===== config.mk =====
export PLATFORM = sky130hd
export DESIGN_NAME = signed_divider_restoring
export DESIGN_NICKNAME = d
export VERILOG_FILES = /design/src/rtl/divider_pkg.sv /design/src/rtl/div_restoring_step.sv /design/src/rtl/signed_divider_restoring.sv
export SDC_FILE = /design/constraint.sdc
export NUM_CORES = 1
export LEC_CHECK = 0
export BUFFER_PORTS_ARGS = -buffer_cell sky130_fd_sc_hd__buf_2
export CAP_MARGIN = 10
export CORE_ASPECT_RATIO = 1.75
export CORE_MARGIN = 8
export CORE_UTILIZATION = 45
export DETAILED_ROUTE_END_ITERATION = 16
export GPL_TIMING_DRIVEN = 1
export PLACE_DENSITY = 0.77
export SETUP_SLACK_MARGIN = 0.15
export SLEW_MARGIN = 25
export SYNTH_ARGS = -nofsm -noshare
export SYNTH_HDL_FRONTEND = slang
export SYNTH_HIERARCHICAL = 1
export SYNTH_SLANG_ARGS = --single-unit

===== constraint.sdc =====
create_clock -name CLK -period 3.45 [get_ports CLK]
set_input_delay 0.69 -clock CLK [delete_from_list [all_inputs] [get_ports CLK]]
set_output_delay 0.69 -clock CLK [all_outputs]
set_load 0.05 [all_outputs]

===== src/rtl/divider_pkg.sv =====
// ---------------------------------------------------------------------------
// divider_pkg
// Shared definitions for the signed restoring divider.
//   state_t     : FSM state encoding, also shown on the debug hex display
//   DIV_N       : default divisor width
//   iter_count  : number of ITER cycles for a given divisor width (2N)
//   cnt_width   : iteration-counter width for a given divisor width
// ---------------------------------------------------------------------------
package divider_pkg;

  typedef enum logic [2:0] {
    S_IDLE  = 3'd0,
    S_SETUP = 3'd1,
    S_ITER  = 3'd2,
    S_FIXUP = 3'd3,
    S_DONE  = 3'd4
  } state_t;

  localparam int DIV_N = 4;

  // One quotient bit per ITER cycle, 2N quotient bits.
  function automatic int iter_count(input int n);
    return 2 * n;
  endfunction

  // One spare bit so the counter can hold the full iteration count.
  function automatic int cnt_width(input int n);
    return $clog2(2 * n) + 1;
  endfunction

endpackage


===== src/rtl/div_restoring_step.sv =====
// ---------------------------------------------------------------------------
// div_restoring_step
// One restoring-division iteration on unsigned magnitudes (combinational).
//   r      in  N+1  partial remainder
//   q      in  2N   dividend/quotient shift register
//   dmag   in  N+1  divisor magnitude
//   r_next out N+1  partial remainder after shift/subtract/restore
//   q_next out 2N   shift register with the new quotient bit in bit 0
// ---------------------------------------------------------------------------
module div_restoring_step #(
  parameter int N = 4
) (
  input  logic [N:0]     r,
  input  logic [2*N-1:0] q,
  input  logic [N:0]     dmag,
  output logic [N:0]     r_next,
  output logic [2*N-1:0] q_next
);

  // One extra bit keeps the shifted remainder exact, so the compare below is
  // the sign test of T = R - Dmag without a separate borrow bit.
  logic [N+1:0] r_sh;
  logic         fits;

  always_comb begin
    r_sh   = {r, q[2*N-1]};
    fits   = (r_sh >= {1'b0, dmag});
    r_next = r_sh[N:0];
    q_next = {q[2*N-2:0], 1'b0};
    if (fits) begin
      r_next = (N+1)'(r_sh - {1'b0, dmag});
      q_next = {q[2*N-2:0], 1'b1};
    end
  end

endmodule


===== src/rtl/signed_divider_restoring.sv =====
// ---------------------------------------------------------------------------
// signed_divider_restoring
// Sequential signed restoring divider: 2N-bit dividend / N-bit divisor,
// truncating quotient, remainder carries the dividend's sign.
// Optional build macro: DIVIDER_ZERO_TRAP_EN (zero divisor skips ITER).
//   CLK        in   1   system clock
//   RESET      in   1   asynchronous active-high reset
//   DIVIDEND   in   2N  signed dividend, captured on LOAD_DVD
//   DIVISOR    in   N   signed divisor, captured on LOAD_DVS
//   LOAD_DVD   in   1   level load of DIVIDEND when not busy
//   LOAD_DVS   in   1   level load of DIVISOR when not busy
//   START      in   1   rising edge starts an operation
//   BUSY       out  1   operation in progress
//   DONE       out  1   result valid, sticky until next start
//   QUOTIENT   out  2N  signed quotient
//   REMAINDER  out  N   signed remainder
//   DIV_ZERO   out  1   divisor was zero
//   OVERFLOW   out  1   quotient not representable (-2^(2N-1) / -1)
//   DVD_OUT    out  2N  latched dividend
//   DVS_OUT    out  N   latched divisor
//   STATE      out  3   FSM state for the debug display
// ---------------------------------------------------------------------------
module signed_divider_restoring
  import divider_pkg::*;
#(
  parameter int N = DIV_N
) (
  input  logic           CLK,
  input  logic           RESET,
  input  logic [2*N-1:0] DIVIDEND,
  input  logic [N-1:0]   DIVISOR,
  input  logic           LOAD_DVD,
  input  logic           LOAD_DVS,
  input  logic           START,
  output logic           BUSY,
  output logic           DONE,
  output logic [2*N-1:0] QUOTIENT,
  output logic [N-1:0]   REMAINDER,
  output logic           DIV_ZERO,
  output logic           OVERFLOW,
  output logic [2*N-1:0] DVD_OUT,
  output logic [N-1:0]   DVS_OUT,
  output logic [2:0]     STATE
);

  localparam int ITERS = iter_count(N);
  localparam int CW    = cnt_width(N);

  state_t         state;
  logic           start_prev;
  logic [2*N-1:0] dvd_reg;
  logic [N-1:0]   dvs_reg;
  logic [2*N-1:0] qreg;
  logic [N:0]     rreg;
  logic [N:0]     dmag;
  logic [CW-1:0]  cnt;
  logic           sign_q;
  logic           sign_r;

  logic           start_evt;
  logic           accepting;
  logic [2*N-1:0] dvd_abs;
  logic [N:0]     dvs_ext;
  logic [N:0]     dvs_abs;
  logic [N:0]     r_next;
  logic [2*N-1:0] q_next;

  assign start_evt = START & ~start_prev;
  assign accepting = (state == S_IDLE) || (state == S_DONE);

  // Divisor magnitude is N+1 bits so that -2^(N-1) becomes +2^(N-1).
  assign dvd_abs = dvd_reg[2*N-1] ? -dvd_reg : dvd_reg;
  assign dvs_ext = {dvs_reg[N-1], dvs_reg};
  assign dvs_abs = dvs_ext[N] ? -dvs_ext : dvs_ext;

  assign DVD_OUT = dvd_reg;
  assign DVS_OUT = dvs_reg;
  assign STATE   = state;

  div_restoring_step #(.N(N)) u_step (
    .r      (rreg),
    .q      (qreg),
    .dmag   (dmag),
    .r_next (r_next),
    .q_next (q_next)
  );

  // Operand registers: loads only land when no operation is in flight, and a
  // load in the start cycle is visible to SETUP on the following edge.
  always_ff @(posedge CLK or posedge RESET) begin
    if (RESET) begin
      dvd_reg <= '0;
      dvs_reg <= '0;
    end else if (accepting) begin
      // NOTE: state uses non-blocking assignments so every register updates
      // from pre-edge values; blocking here would chain same-cycle updates.
      if (LOAD_DVD) dvd_reg <= DIVIDEND;
      if (LOAD_DVS) dvs_reg <= DIVISOR;
    end
  end

  always_ff @(posedge CLK or posedge RESET) begin
    if (RESET) begin
      // NOTE: every register, datapath included, is reset so an aborted
      // operation leaves nothing stale on the display.
      state      <= S_IDLE;
      start_prev <= 1'b0;
      qreg       <= '0;
      rreg       <= '0;
      dmag       <= '0;
      cnt        <= '0;
      sign_q     <= 1'b0;
      sign_r     <= 1'b0;
      BUSY       <= 1'b0;
      DONE       <= 1'b0;
      QUOTIENT   <= '0;
      REMAINDER  <= '0;
      DIV_ZERO   <= 1'b0;
      OVERFLOW   <= 1'b0;
    end else begin
      start_prev <= START;
      case (state)
        S_IDLE, S_DONE: begin
          if (start_evt) begin
            state    <= S_SETUP;
            DONE     <= 1'b0;
            DIV_ZERO <= 1'b0;
            OVERFLOW <= 1'b0;
          end
        end
        S_SETUP: begin
          sign_q   <= dvd_reg[2*N-1] ^ dvs_reg[N-1];
          sign_r   <= dvd_reg[2*N-1];
          qreg     <= dvd_abs;
          dmag     <= dvs_abs;
          rreg     <= '0;
          cnt      <= '0;
          BUSY     <= 1'b1;
          DIV_ZERO <= (dvs_reg == '0);
`ifdef DIVIDER_ZERO_TRAP_EN
          state    <= (dvs_reg == '0) ? S_FIXUP : S_ITER;
`else
          state    <= S_ITER;
`endif
        end
        S_ITER: begin
          rreg <= r_next;
          qreg <= q_next;
          cnt  <= cnt + 1'b1;
          if (cnt == CW'(ITERS - 1)) state <= S_FIXUP;
        end
        S_FIXUP: begin
          if (DIV_ZERO) begin
            QUOTIENT  <= '0;
            REMAINDER <= '0;
            OVERFLOW  <= 1'b0;
          end else begin
            QUOTIENT  <= sign_q ? -qreg : qreg;
            REMAINDER <= sign_r ? -rreg[N-1:0] : rreg[N-1:0];
            // Only a positive 2^(2N-1) magnitude cannot be represented.
            OVERFLOW  <= (qreg == {1'b1, {(2*N-1){1'b0}}}) && !sign_q;
          end
          BUSY  <= 1'b0;
          DONE  <= 1'b1;
          state <= S_DONE;
        end
        default: state <= S_IDLE;
      endcase
    end
  end

endmodule

Yosys cells after proc, flatten, opt, wreduce, memory -nomap -nowiden --
Index checks and enable logic that the tools add are counted.
Word-level totals: register bits 56, word-level logic and storage cells 69
Cells by class: add/subtract/negate cells 6, $lt $le $gt $ge 1, eq/ne operators 8, mux-type cells 20, bitwise gates (word level) 3, reduce and logical (&&, ||, !) cells 15
Operators by type and width (count):
- 8-bit two-way mux | 3
- 8-bit negation | 2
- 8-bit one-hot mux with 2 select lines | 1
- 3-bit one-hot mux with 4 select lines | 1
- 5-bit two-way mux | 2
- 5-bit one-hot mux with 2 select lines | 1
- 2-bit AND reduction | 5
- 8-bit == test (second input constant) | 1
- 4-bit two-way mux | 2
- 1-bit one-hot mux with 2 select lines | 4
- 4-bit one-hot mux with 2 select lines | 1
- 2-bit nonzero test | 4
- 3-bit by 2-bit == test with 1-bit output (second input constant) | 2
- 6-bit by 5-bit greater-or-equal comparator with 1-bit output | 1
- 3-bit two-way mux | 2
- 5-bit negation | 1
- 5-bit subtractor | 1
- 4-bit by 1-bit adder with 4-bit output (second input constant) | 1
- 4-bit by 3-bit == test with 1-bit output (second input constant) | 1
- 4-bit zero test | 1
- 2-bit != test (second input constant) | 2
- 4-bit negation | 1
- 3-bit by 1-bit == test with 1-bit output (second input constant) | 1
- 3-bit == test (second input constant) | 1
- 9 further kinds | 11

Longest topological paths before layout --
word-level depth 4, mapped depth 11, mapped depth without buffers 10

Cells and area by module --
Netlist, hierarchy kept.
By module, submodules not included:
- signed_divider_restoring | times used 1, cells each 254, area an instance 2678.8 um^2, sequential area each 1401.3 um^2
- div_restoring_step | times used 1, cells each 44, area an instance 347.8 um^2, sequential area each 0.0 um^2

Worst setup path before layout --
No wires, ideal clock.
path kind register -> register, start point register qreg[7], end point register rreg[2], setup time 0.121 ns, arrival 1.950 ns, data required time 3.329 ns, path slack 1.379 ns, stages on the path, launching flop included 10, buffers on the path 0, period minus slack after synthesis 2.071 ns, cell sequence dfrtp_1 -> inv_1 -> ha_1 -> inv_1 -> fa_1 -> a21oi_2 -> o21ai_2 -> nor2_4 -> mux2_4 -> a22o_1
Between the ends: word-level cells in the longest chain between the ends 3, elaborated cells on any way between the ends 4, classes of those cells 1 x add/sub; 1 x order compare; 2 x mux
RTL lines:
- start, declared | line signed_divider_restoring.sv:53 | logic [2*N-1:0] qreg;
- start signal, assigned | line signed_divider_restoring.sv:134 | qreg <= dvd_abs;
- start signal, assigned | line signed_divider_restoring.sv:148 | qreg <= q_next;
- 5-bit subtractor / 6-bit by 5-bit greater-or-equal comparator with 1-bit output (equally long branches) | line div_restoring_step.sv:31, div_restoring_step.sv:27
- 5-bit two-way mux (*) | line div_restoring_step.sv:30 | if (fits) begin
- net r_next[2] | line signed_divider_restoring.sv:65 | logic [N:0] r_next;
- 5-bit one-hot mux with 2 select lines (*) | line signed_divider_restoring.sv:122 | case (state)
- end signal, assigned | line signed_divider_restoring.sv:147 | rreg <= r_next;
- end, declared | line signed_divider_restoring.sv:54 | logic [N:0] rreg;
The timed path passes the listed nets; every way through them passes the cells marked *. A chain may end at the register's enable or synchronous reset.

Worst setup path in the final report --
Ends and elaborated chain as after synthesis.

==> metrics.md <==
| Metric | Value |
|---|---|
| Status | `complete, no violations` |
| DR iter-0 viols | `105` |
| Syn_area_per_cell | `10.2 um2` |
| Area grow syn2layout | `12.1%` |
| Tmin final | `2270 ps` |
| Via density | `5.34` |
| Worst-Skew Late Latency | `290 ps` |
| CP Max Fanout | `5` |
| Cts repair resizes | `0` |
| Final setup vio count | `0` |
| Post-synth top flop | `dfrtp_1` |
| Overflow after GRT | `0` |
| CTS tree | `done` |
| Initial antenna violation count | `0` |
| Fmax | `440 MHz` |
| DR pass1 iterations | `4` |
| Hold bufs inserted after CTS | `0` |
| Max-Cap Viols | `0` |
| Post-CTS setup buffers | `0` |
| Distinct cells, synth | `56` |
| TritonCTS Sinks | `56` |
| Asr flop ratio synth | `100%` |
| Avg WL per Cell | `15.4 um` |
| Mapped Area | `3030 um2` |
| Hold_sp | `QUOTIENT[3]` |
| Detail Route Antenna Nets | `0` |
| Routability cong. | `0.828` |
| RSZ-0062 raised after global routing | `false` |
| Number of synthesized flops with an enable pin | `0` |
| Hold Path End | `QUOTIENT[3]` |
| Critical path startpoint category | `register` |
| Final wirelength | `6390 um` |
| Critical Path RT | `3640 ps` |
| Die span in y | `124 um` |
| FF+latch count, synth | `56` |
| Clock skew | `4.92 ps` |
| CTS Buffer Depth | `2` |
| Routed vias | `2221` |
| Critical Path End Type | `register` |
| H-tree Lvls | `2` |
| I/O pins | `48` |
| Setup TNS | `0 ps` |
| FF/Latch Area | `1400 um2` |
| Worst hold path type | `register to register` |
| Root buf cell | `clkbuf_16` |
| Largest net degree at the start of global routing | `33` |
| Min-Delay Path Depth | `2` |
| Residual DRC count | `0` |
| R2R depth | `9` |
| Flop-to-flop setup slack | `1180 ps` |
| Endpoints failing hold | `0` |
| CP arrival | `2460 ps` |
| Die W | `78.0 um` |
| Port buffer count | `47` |
| Synth Net Count | `326` |
| Ant diodes | `0` |
| Final net count | `361` |
| Site row count | `39` |
| Die area | `9710 um2` |
| Fill cells | `606` |
| Worst flop-to-flop path startpoint | `qreg[7]` |
| Total CTS buffers | `5` |
| Sequential-to-total area share from yosys stat | `46.3%` |
| GRT Total Usage | `13.8%` |
| Synth warn | `6` |
| Max-slew headroom | `54.3%` |
| Fin crit share | `65.9%` |
| Critical path type | `register to register` |
| Vias in the first global route | `2282` |
| Hpwl dp | `4950 um` |
| Core area | `6540 um2` |
| Hold slack final | `473 ps` |
| Initial Utilization | `46.3%` |
| First-pass GRT wire length | `11100 um` |
| Layout cells sized above 1 | `25.4%` |
| Clock input transition at the sequential cells of the worst setup and hold paths | `70 ps` |
| Final Max Slew Viols | `0` |
| Area of the multi-input gates | `1400 um2` |
| R2r endpoint | `rreg[2]` |
| Mapped Cells | `298` |
| Tightest Pin Transition | `684 ps` |
## cells in the final DEF (no fill, tap or decap), types with 2 or more instances in the layout
cell type,n
xor2_1,7
mux2_2,8
o22a_1,2
xnor2_1,10
dfrtp_1,56
clkbuf_16,5
nor2_1,12
o22ai_1,3
nand2b_1,3
or3b_1,2
o21ai_0,25
a31oi_1,2
and2_1,3
a22oi_1,2
inv_1,17
a21oi_1,8
ha_1,10
buf_4,3
nor4_1,2
o21ai_1,4
buf_2,47
clkinvlp_4,2
or4_1,2
a21boi_0,3
nand2_1,40
nor2b_1,6
nand3_1,4
a22o_1,4
o31ai_1,6
mux2_4,3
mux2i_1,6
## worst max path at each step
stage / from / end / cells after the start
floorplan: qreg[7] / rreg[2] / 9
CTS: qreg[7] / rreg[2] / 9
global placement: qreg[7] / rreg[3] / 9
detailed placement: qreg[7] / rreg[2] / 9
finish: qreg[7] / rreg[2] / 9
global route: qreg[7] / rreg[2] / 9
## synth_stat cells, drive strengths merged, types with 4 or more instances
cell type | count | area share (%)
ha | 10 | 4.1
mux2 | 11 | 4.5
xnor2 | 10 | 2.9
dfrtp | 56 | 46
inv | 19 | 2.4
nand2 | 41 | 5.2
buf | 20 | 4.7
nand3 | 4 | 0.66
nor2 | 14 | 2.1
nor2b | 7 | 1.5
o21ai | 31 | 5.6
xor2 | 7 | 2.0
mux2i | 6 | 2.0
o31ai | 7 | 1.9
a21oi | 9 | 1.6
a22o | 4 | 1.2
## registers in the layout (all words and copies together), names as in the netlist, 3 cells and up
signal,cells
DVD_OUT,8
DVS_OUT,4
QUOTIENT,8
REMAINDER,4
STATE,3
cnt,4
dmag,5
qreg,8
rreg,5
## critical path, cell delays in order, from the launching register on
cell     delay, ps
dfrtp_1        420
inv_1           90
ha_1           170
inv_1           60
fa_1           410
a21oi_2        210
o21ai_2        100
nor2_4         180
mux2_4         320
a22o_1         200
## through the flow
step,setup WS [ps],util [%],std cells,instance area (um2)
floorplan,1380,-,298,3030
global route,1060,51.9,416,3390
CTS,1180,51.9,416,3390
global placement,1270,49.5,408,3240
detailed placement,1200,49.5,408,3240
finish,1180,51.9,416,3390
## kinds of logic (layout without fill, tap and decap cells)
logic type	Yosys count	after routing	synth area share [%]
XOR/XNOR	17	17	4.92
multiplexers	17	17	6.45
flip-flops	56	56	46.3
adder cells (fa/ha/maj)	11	11	4.80
AND/OR/NAND/NOR	90	90	16.0
buffers and inverters	41	77	7.36
AO/OA/AOI/OAI	66	66	14.2
## per-layer routing
metal / track usage, % / vias up / wire length [um]
li1: - / 1081 / -
met2: 24.1 / 60 / 3380
met4: 6.81 / 0 / 189
met1: 15.6 / 1065 / 2530
met5: 0 / - / 0
met3: 2.38 / 15 / 285
## final cells by class
cell class | count | share of cell area (%)
multi-input cells | 201 | 41.4
well taps | 82 | 3.02
inverters | 19 | 2.18
clock buffers | 6 | 4.09
flip-flops and latches | 56 | 41.3
repair buffers | 50 | 7.60
clock inverters | 2 | 0.443
Power is not shown: default switching activity piles up to over one toggle a cycle in this logic, so the estimate is an artifact.
